===== src/rtl/sram_req_responder.sv =====
// sram_req_responder: valid/ready request front end for a 1-cycle SRAM macro.
// Ports: clock/reset_n, req_* in, rsp_* out via credit-guarded FIFO, sram_* to macro.
module sram_req_responder #(
  parameter int DATA_WIDTH  = 4,
  parameter int ADDR_WIDTH  = 6,
  parameter int WMASK_WIDTH = 2,
  parameter int RSP_DEPTH   = 4
) (
  input  logic                   clock,
  input  logic                   reset_n,
  input  logic                   req_valid,
  output logic                   req_ready,
  input  logic                   req_we,
  input  logic [WMASK_WIDTH-1:0] req_wmask,
  input  logic [ADDR_WIDTH-1:0]  req_addr,
  input  logic [DATA_WIDTH-1:0]  req_wdata,
  output logic                   rsp_valid,
  input  logic                   rsp_ready,
  output logic                   rsp_write,
  output logic [DATA_WIDTH-1:0]  rsp_rdata,
  output logic                   sram_en,
  output logic                   sram_we,
  output logic [WMASK_WIDTH-1:0] sram_wmask,
  output logic [ADDR_WIDTH-1:0]  sram_addr,
  output logic [DATA_WIDTH-1:0]  sram_din,
  input  logic [DATA_WIDTH-1:0]  sram_dout
);

  localparam int PW   = $clog2(RSP_DEPTH);
  localparam int CNTW = PW + 1;
  localparam int CW   = PW + 2;

  logic                   iss_v_q, iss_v_d;
  logic                   iss_we_q, iss_we_d;
  logic [WMASK_WIDTH-1:0] wmask_q, wmask_d;
  logic [ADDR_WIDTH-1:0]  addr_q, addr_d;
  logic [DATA_WIDTH-1:0]  din_q, din_d;
  logic                   ret_v_q, ret_v_d;
  logic                   ret_we_q, ret_we_d;

  logic [DATA_WIDTH-1:0]  fifo_rdata_q [RSP_DEPTH];
  logic [DATA_WIDTH-1:0]  fifo_rdata_d [RSP_DEPTH];
  logic [RSP_DEPTH-1:0]   fifo_wr_q, fifo_wr_d;
  logic [PW-1:0]          wr_ptr_q, wr_ptr_d;
  logic [PW-1:0]          rd_ptr_q, rd_ptr_d;
  logic [CNTW-1:0]        cnt_q, cnt_d;

  logic [CW-1:0]          used;
  logic                   req_fire;
  logic                   push;
  logic                   pop;

  // Every accepted request reserves a FIFO slot up front, so
  // the issue and return stages can never overflow the FIFO.
  always_comb begin
    used = CW'(cnt_q) + CW'(iss_v_q) + CW'(ret_v_q);
  end

  assign req_ready = reset_n & (used < CW'(RSP_DEPTH));
  assign req_fire  = req_valid & req_ready;
  assign rsp_valid = (cnt_q != '0);
  assign pop       = rsp_valid & rsp_ready;
  assign push      = ret_v_q;

  assign sram_en    = iss_v_q;
  assign sram_we    = iss_we_q;
  assign sram_wmask = wmask_q;
  assign sram_addr  = addr_q;
  assign sram_din   = din_q;

  assign rsp_write = rsp_valid & fifo_wr_q[rd_ptr_q];
  assign rsp_rdata = rsp_valid ? fifo_rdata_q[rd_ptr_q] : '0;

  always_comb begin
    iss_v_d  = req_fire;
    iss_we_d = req_fire & req_we;
    wmask_d  = wmask_q;
    addr_d   = addr_q;
    din_d    = din_q;
    if (req_fire) begin
      wmask_d = req_wmask;
      addr_d  = req_addr;
      din_d   = req_wdata;
    end

    ret_v_d  = iss_v_q;
    ret_we_d = iss_we_q;

    // Macro dout is valid while the return stage is occupied.
    fifo_rdata_d = fifo_rdata_q;
    fifo_wr_d    = fifo_wr_q;
    if (push) begin
      fifo_wr_d[wr_ptr_q]    = ret_we_q;
      fifo_rdata_d[wr_ptr_q] = ret_we_q ? '0 : sram_dout;
    end

    wr_ptr_d = wr_ptr_q + PW'(push);
    rd_ptr_d = rd_ptr_q + PW'(pop);
    cnt_d    = cnt_q + CNTW'(push) - CNTW'(pop);
  end

  always_ff @(posedge clock or negedge reset_n) begin
    if (!reset_n) begin
      iss_v_q   <= 1'b0;
      iss_we_q  <= 1'b0;
      wmask_q   <= '0;
      addr_q    <= '0;
      din_q     <= '0;
      ret_v_q   <= 1'b0;
      ret_we_q  <= 1'b0;
      fifo_wr_q <= '0;
      wr_ptr_q  <= '0;
      rd_ptr_q  <= '0;
      cnt_q     <= '0;
      for (int i = 0; i < RSP_DEPTH; i++) begin
        fifo_rdata_q[i] <= '0;
      end
    end else begin
      iss_v_q      <= iss_v_d;
      iss_we_q     <= iss_we_d;
      wmask_q      <= wmask_d;
      addr_q       <= addr_d;
      din_q        <= din_d;
      ret_v_q      <= ret_v_d;
      ret_we_q     <= ret_we_d;
      fifo_wr_q    <= fifo_wr_d;
      wr_ptr_q     <= wr_ptr_d;
      rd_ptr_q     <= rd_ptr_d;
      cnt_q        <= cnt_d;
      fifo_rdata_q <= fifo_rdata_d;
    end
  end

endmodule


===== config.mk =====
export PLATFORM = sky130hd
export DESIGN_NAME = sram_req_responder
export DESIGN_NICKNAME = d
export VERILOG_FILES = /design/src/rtl/sram_req_responder.sv
export SDC_FILE = /design/constraint.sdc
export NUM_CORES = 1
export LEC_CHECK = 0
export CORE_MARGIN = 8
export CORE_UTILIZATION = 49
export DETAILED_ROUTE_END_ITERATION = 10
export PLACE_DENSITY = 0.78
export SYNTH_ARGS = -nofsm -noshare
export SYNTH_HDL_FRONTEND = slang
export SYNTH_SLANG_ARGS = --single-unit

===== constraint.sdc =====
create_clock -name clock -period 2.6 [get_ports clock]
set_input_delay 0.39 -clock clock [delete_from_list [all_inputs] [get_ports clock]]
set_output_delay 0.39 -clock clock [all_outputs]
set_load 0.01 [all_outputs]

# Yosys cells after proc, flatten, opt, wreduce, memory -nomap -nowiden
# Index checks and enable logic that the tools add are counted.
dict set report op_classes {
  n_addsub 6
  multipliers 0
  div_mod_pow 0
  n_lt_le_gt_ge 7
  eq_ne 0
  shift 0
  n_mux 13
  bitwise_logic 7
  reduce_logical 3
}
# cell n
set op_table {}
lappend op_table {{2-to-1 mux 4 bit} 5}
lappend op_table {{bitwise mux 16 bit} 1}
lappend op_table {{binary-select mux 4 bit (select 2 bit)} 1}
lappend op_table {{demux 4 bit (select 2 bit)} 1}
lappend op_table {{greater-or-equal comparator 3 bit, second input constant} 2}
lappend op_table {{< comparator 2 x 3 -> 1 bit, second input constant} 2}
lappend op_table {{NOT 2 -> 3 bit} 2}
lappend op_table {{AND 1 bit} 5}
lappend op_table {{adder 2 x 1 -> 2 bit} 2}
lappend op_table {{adder 3 x 1 -> 4 bit} 1}
lappend op_table {{adder 4 x 1 -> 4 bit} 1}
lappend op_table {{bitwise mux 4 bit} 1}
lappend op_table {{< comparator 4 x 3 -> 1 bit, second input constant} 1}
lappend op_table {{adder 3 x 1 -> 3 bit} 1}
lappend op_table {{< comparator 3 x 1 -> 1 bit, second input constant} 1}
lappend op_table {{nonzero test 3 bit} 1}
lappend op_table {{subtractor 3 x 1 -> 3 bit} 1}
lappend op_table {{binary-select mux 1 bit (select 2 bit)} 1}
lappend op_table {{demux 1 bit (select 2 bit)} 1}
lappend op_table {{greater-or-equal comparator 2 x 1 -> 1 bit, second input constant} 1}
lappend op_table {{logical AND 1 bit} 2}
lappend op_table {{2-to-1 mux 1 bit} 2}
dict set report word_totals {
  register_bits 43
  latch_bits 0
  ramBits 0
  romBits 0
  word_cells 51
  memories 0
}

# Logic depth before layout (Yosys ltp)
# Gate-level depths: netlist (run 1).
dict set report depth {
  depth_word 6
  ltp_mapped 8
  depth_no_buf 7
}

# Worst setup path before layout (run 1)
# OpenSTA, ideal clock, no wires.
dict set report synth_path {
  kind {flip-flop to flip-flop}
  from {register cnt_q[1]}
  to {register cnt_q[2]}
  setup_ps 123
  t_arrival_ps 2031
  required_ps 2477
  setup_slack_ps 446
  stages_incl_launch_ff 9
  path_buffers 1
  path_cell_list {dfrtp_1 or3_2 clkbuf_1 nand2_1 or2_2 nand2_1 ha_1 fa_1 xnor2_1}
}
dict set report synth_between {
  elab_chain_len 3
  word_cells_on_any_way 4
}
# element line_no
set synth_rtl {}
lappend synth_rtl {{from (decl)} 46} ;# logic [CNTW-1:0] cnt_q, cnt_d;
lappend synth_rtl {{from (signal assigned)} 129} ;# cnt_q <= cnt_d;
lappend synth_rtl {{nonzero test 3 bit} 61} ;# assign rsp_valid = (cnt_q != '0);
lappend synth_rtl {{via rsp_valid} 17} ;# output logic rsp_valid,
lappend synth_rtl {{AND 1 bit} 62} ;# assign pop = rsp_valid & rsp_ready;
lappend synth_rtl {{subtractor 3 x 1 -> 3 bit} 99} ;# cnt_d = cnt_q + CNTW'(push) - CNTW'(pop);
lappend synth_rtl {{via cnt_d[2]} 46}
# The timed path passes the listed nets, and every way through them passes these cells.
# A chain may end at the register's enable or synchronous reset.

# Final worst setup path (run 1)
dict set report layout_path {
  from {register rd_ptr_q[0]}
  to {output rsp_rdata[1]}
}
dict set report layout_between {
  elab_chain_len 5
}
# element line_no
set layout_rtl {}
lappend layout_rtl {{from (decl)} 45} ;# logic [PW-1:0] rd_ptr_q, rd_ptr_d;
lappend layout_rtl {{from (signal assigned)} 128} ;# rd_ptr_q <= rd_ptr_d;
lappend layout_rtl {{NOT 2 -> 3 bit (implied by the code)} 72} ;# assign rsp_rdata = rsp_valid ? fifo_rdata_q[rd_ptr_q] : '0;
lappend layout_rtl {{binary-select mux 4 bit (select 2 bit)} 72}
lappend layout_rtl {{2-to-1 mux 4 bit (implied by the code) (2 in series)} 72}
lappend layout_rtl {{2-to-1 mux 4 bit} 72}
lappend layout_rtl {{to (decl)} 20} ;# output logic [DATA_WIDTH-1:0] rsp_rdata,
# No other way between the ends. The select of a mux whose other input is x is not followed.

==> out/results.ini, run 1 <==
[pwr]
pwr-share-clk_pct=15.7
p_int_mw=2.01
switching_share_pct=31.0
cellPowerDensity_mw_per_mm2=1200
power_frac_seq_pct=42.0
p_comb_share_pct=42.3
switchingPower_mw=0.904
ir_drop_uv=681
power_leakage_nw=1.11

[yosys]
synthCells=140
async_reset_ff_share_pct=100
post-synth-top-area-cell=dfrtp_1
synth_area_mm2=0.00187
synth_nets=166
synth_seq_cells=43
netlist.area_leader.share_pct=57.4
synth_seq_area_share_pct=57.4
synth_edf_count=0
synth.distinct_cells=29
syn_area_per_cell_um2=13.4
yosys_warnings=0
synth_area_leaders=dfrtp_1 (57%), mux2_4 (7.2%), mux4_2 (6.0%), o21ai_0 (4.3%), mux2_2 (4.2%)
synth_top_flop_cell=dfrtp_1

[critical_path]
max_stage_delay_ps=590
crit_slowest_cell=dfrtp_1
cp.depth=3
cp_cell_sequence=mux4_2 -> and2_1 -> clkdlybuf4s50_1
r2r_setup_slack_ps=380
critical_path_required_ps=2210
cp-endpoint=rsp_rdata[1]
start_kind=flip-flop
r2r_cells=7
critPathMaxFanout=7
cp-end-kind=output port
regToRegEndpoint=cnt_q[2]
cp-startpoint=rd_ptr_q[0]
crit_buf_inv=1
critPathTopFamily=flip-flops
r2r-start=cnt_q[1]
crit_arrival_ps=2080
path_class=reg -> out

[layout]
fill_cells=273
final_common_cell=dfrtp_1
drive_gt1_share_pct=18.8
syn_to_final_growth_pct=29.2
n_antenna_cell=0
final_core_util_pct=66.1
final_cell_mix=dfrtp_1 (42), clkdlybuf4s50_1 (39), nand2_1 (21), o21ai_0 (16), mux2_4 (9)
nets=211

[grt]
groute.usage.overall_pct=13.0
grt_antenna_before_repair=0
grt_pass1_vias=1260
grt_pass1_wl_um=6200
grt-ovfl-total=0
grt_max_degree=39

[drt]
vias_per_cell=5.17
num_vias=1209
routedWlPerCell_um=15.8
drtPass1Iterations=4
drt_iter0_markers=43
drt.antenna.violating_nets=0
drc=0
drt-total-wl_um=3700

[place]
globalplace.congestion=0.716
io_buffers=41
dp_hpwl_um=2740

[cts]
cts_tree=done
clock-sinks=43
postCtsSetupBuffers=0
htreeDepth=2
insertion_delay_ps=290
clockBufferDepth=2
cts-root-buf=clkbuf_8
clkSlewWorstSetupHoldPaths_ps=80
cts_buffers=5

[floorplanning]
io_pins=42
core_mm2=0.00366
initial_core_util_pct=51.2
fp-row-count=22
die-width_um=77.8
die_area_mm2=0.00606
die_height_um=77.8

[sta]
grt_setup_unrepaired=no
tightest_slew_ps=470
fin_crit_ps=2470
slew-limit-headroom_pct=68.7
finalCritPeriodShare_pct=94.9
drv_slew=0
hold_violations=0
skew_ps=2.74
fmax_ghz=0.405
finalSetupTns_ps=0
setup_viol_count_final=0

[flow_run]
cap_violations=0

[outcome]
status=finished clean

[worst_hold_path]
hp-class=reg -> reg

[per-layer routing]
layer | global-route usage, % | up-vias | routed length (µm)
met5 | 0 | - | 0
met4 | 5.28 | 0 | 57
met3 | 6.57 | 6 | 339
met2 | 18.9 | 44 | 1620
met1 | 15.9 | 588 | 1680
li1 | - | 571 | -
[registers in the layout, summed over array words and instances, names as in the netlist]
| register | cells |
|---|---|
| cnt_q | 3 |
| fifo_rdata_q | 16 |
| fifo_wr_q | 4 |
| push | 1 |
| rd_ptr_q | 2 |
| ret_we_q | 1 |
| sram_addr | 6 |
| sram_din | 4 |
| sram_en | 1 |
| sram_we | 1 |
| sram_wmask | 2 |
| wr_ptr_q | 2 |
[stage by stage]
step	hold WS, ps	total power, mW	std cells	instance area, µm²	setup WS, ps
2_1_floorplan	94.4	1.92	140	1870	446
3_3_place_gp	233	2.41	225	2310	408
3_5_place_dp	237	2.48	225	2310	388
4_1_cts	407	2.95	234	2420	55.0
5_1_grt	410	3.11	234	2420	11.8
6_report	398	2.91	234	2420	133
[synthesized netlist by cell type (all sizes together) (2+ instances only)]
master  number
dfrtp       43
nand3b       2
buf          4
ha           4
mux4         5
nand2       21
clkbuf       2
nand3        3
mux2        16
xnor2        3
o21ai       16
nand2b       4
and3         2
and2         5
[power groups by stage]
stage               Sequential (mW)  Combinational (mW)  Clock, mW
finish                         1.22                1.23      0.457
CTS                            1.23                1.25      0.467
detailed placement             1.23                1.24          0
floorplan                      1.18               0.737          0
global route                   1.27                1.34      0.497
global placement               1.21                1.20          0
[worst min-delay path by stage]
stage	cells past startpoint	start	slack, ps	endpoint
after CTS	0	sram_we	410	ret_we_q
after floorplan	0	reset_n	90	cnt_q[0]
final	0	sram_we	400	ret_we_q
after global routing	0	sram_we	410	ret_we_q
after global placement	1	reset_n	230	sram_we
after detailed placement	1	reset_n	240	sram_en
[cell type report]
cell class              count  area (µm²)  area share [%]
repair buffers             44         433            17.9
well taps                  48        60.1            2.48
clock buffers               8         100            4.14
inverters                   1        3.75           0.155
multi-input cells          90         746            30.8
flip-flops and latches     43        1080            44.5
[repair_timing]
action | 4_1_cts | 5_1_grt
hold buffers | 1 | 0
hold endpoints to repair | 5 | 0
setup endpoints to repair | 0 | 1
gates resized for setup | 0 | 2
[cell families after synthesis]
| logic type | count (synthesis) | share of synthesized area [%] |
|---|---|---|
| adders and majority gates | 5 | 3.74 |
| DFF | 43 | 57.4 |
| buffers and inverters | 7 | 2.74 |
| and+or+nand+nor | 42 | 11.6 |
| muxes | 21 | 17.4 |
| AOI/OAI and AO/OA | 18 | 5.14 |
| xor gates and xnor gates | 4 | 1.87 |
(Power assumes the default switching activity.)
==> run 2, diff against run 1 <==
--- a/config.mk
+++ b/config.mk
@@ -5,6 +5,7 @@
 export SDC_FILE = /design/constraint.sdc
 export NUM_CORES = 1
 export LEC_CHECK = 0
+export ABC_CLOCK_PERIOD_IN_PS = 2600
 export CORE_MARGIN = 8
 export CORE_UTILIZATION = 49
 export DETAILED_ROUTE_END_ITERATION = 10
==> results of run 2 <==
Final layout, timing and power as in run 1 (identical DEF).
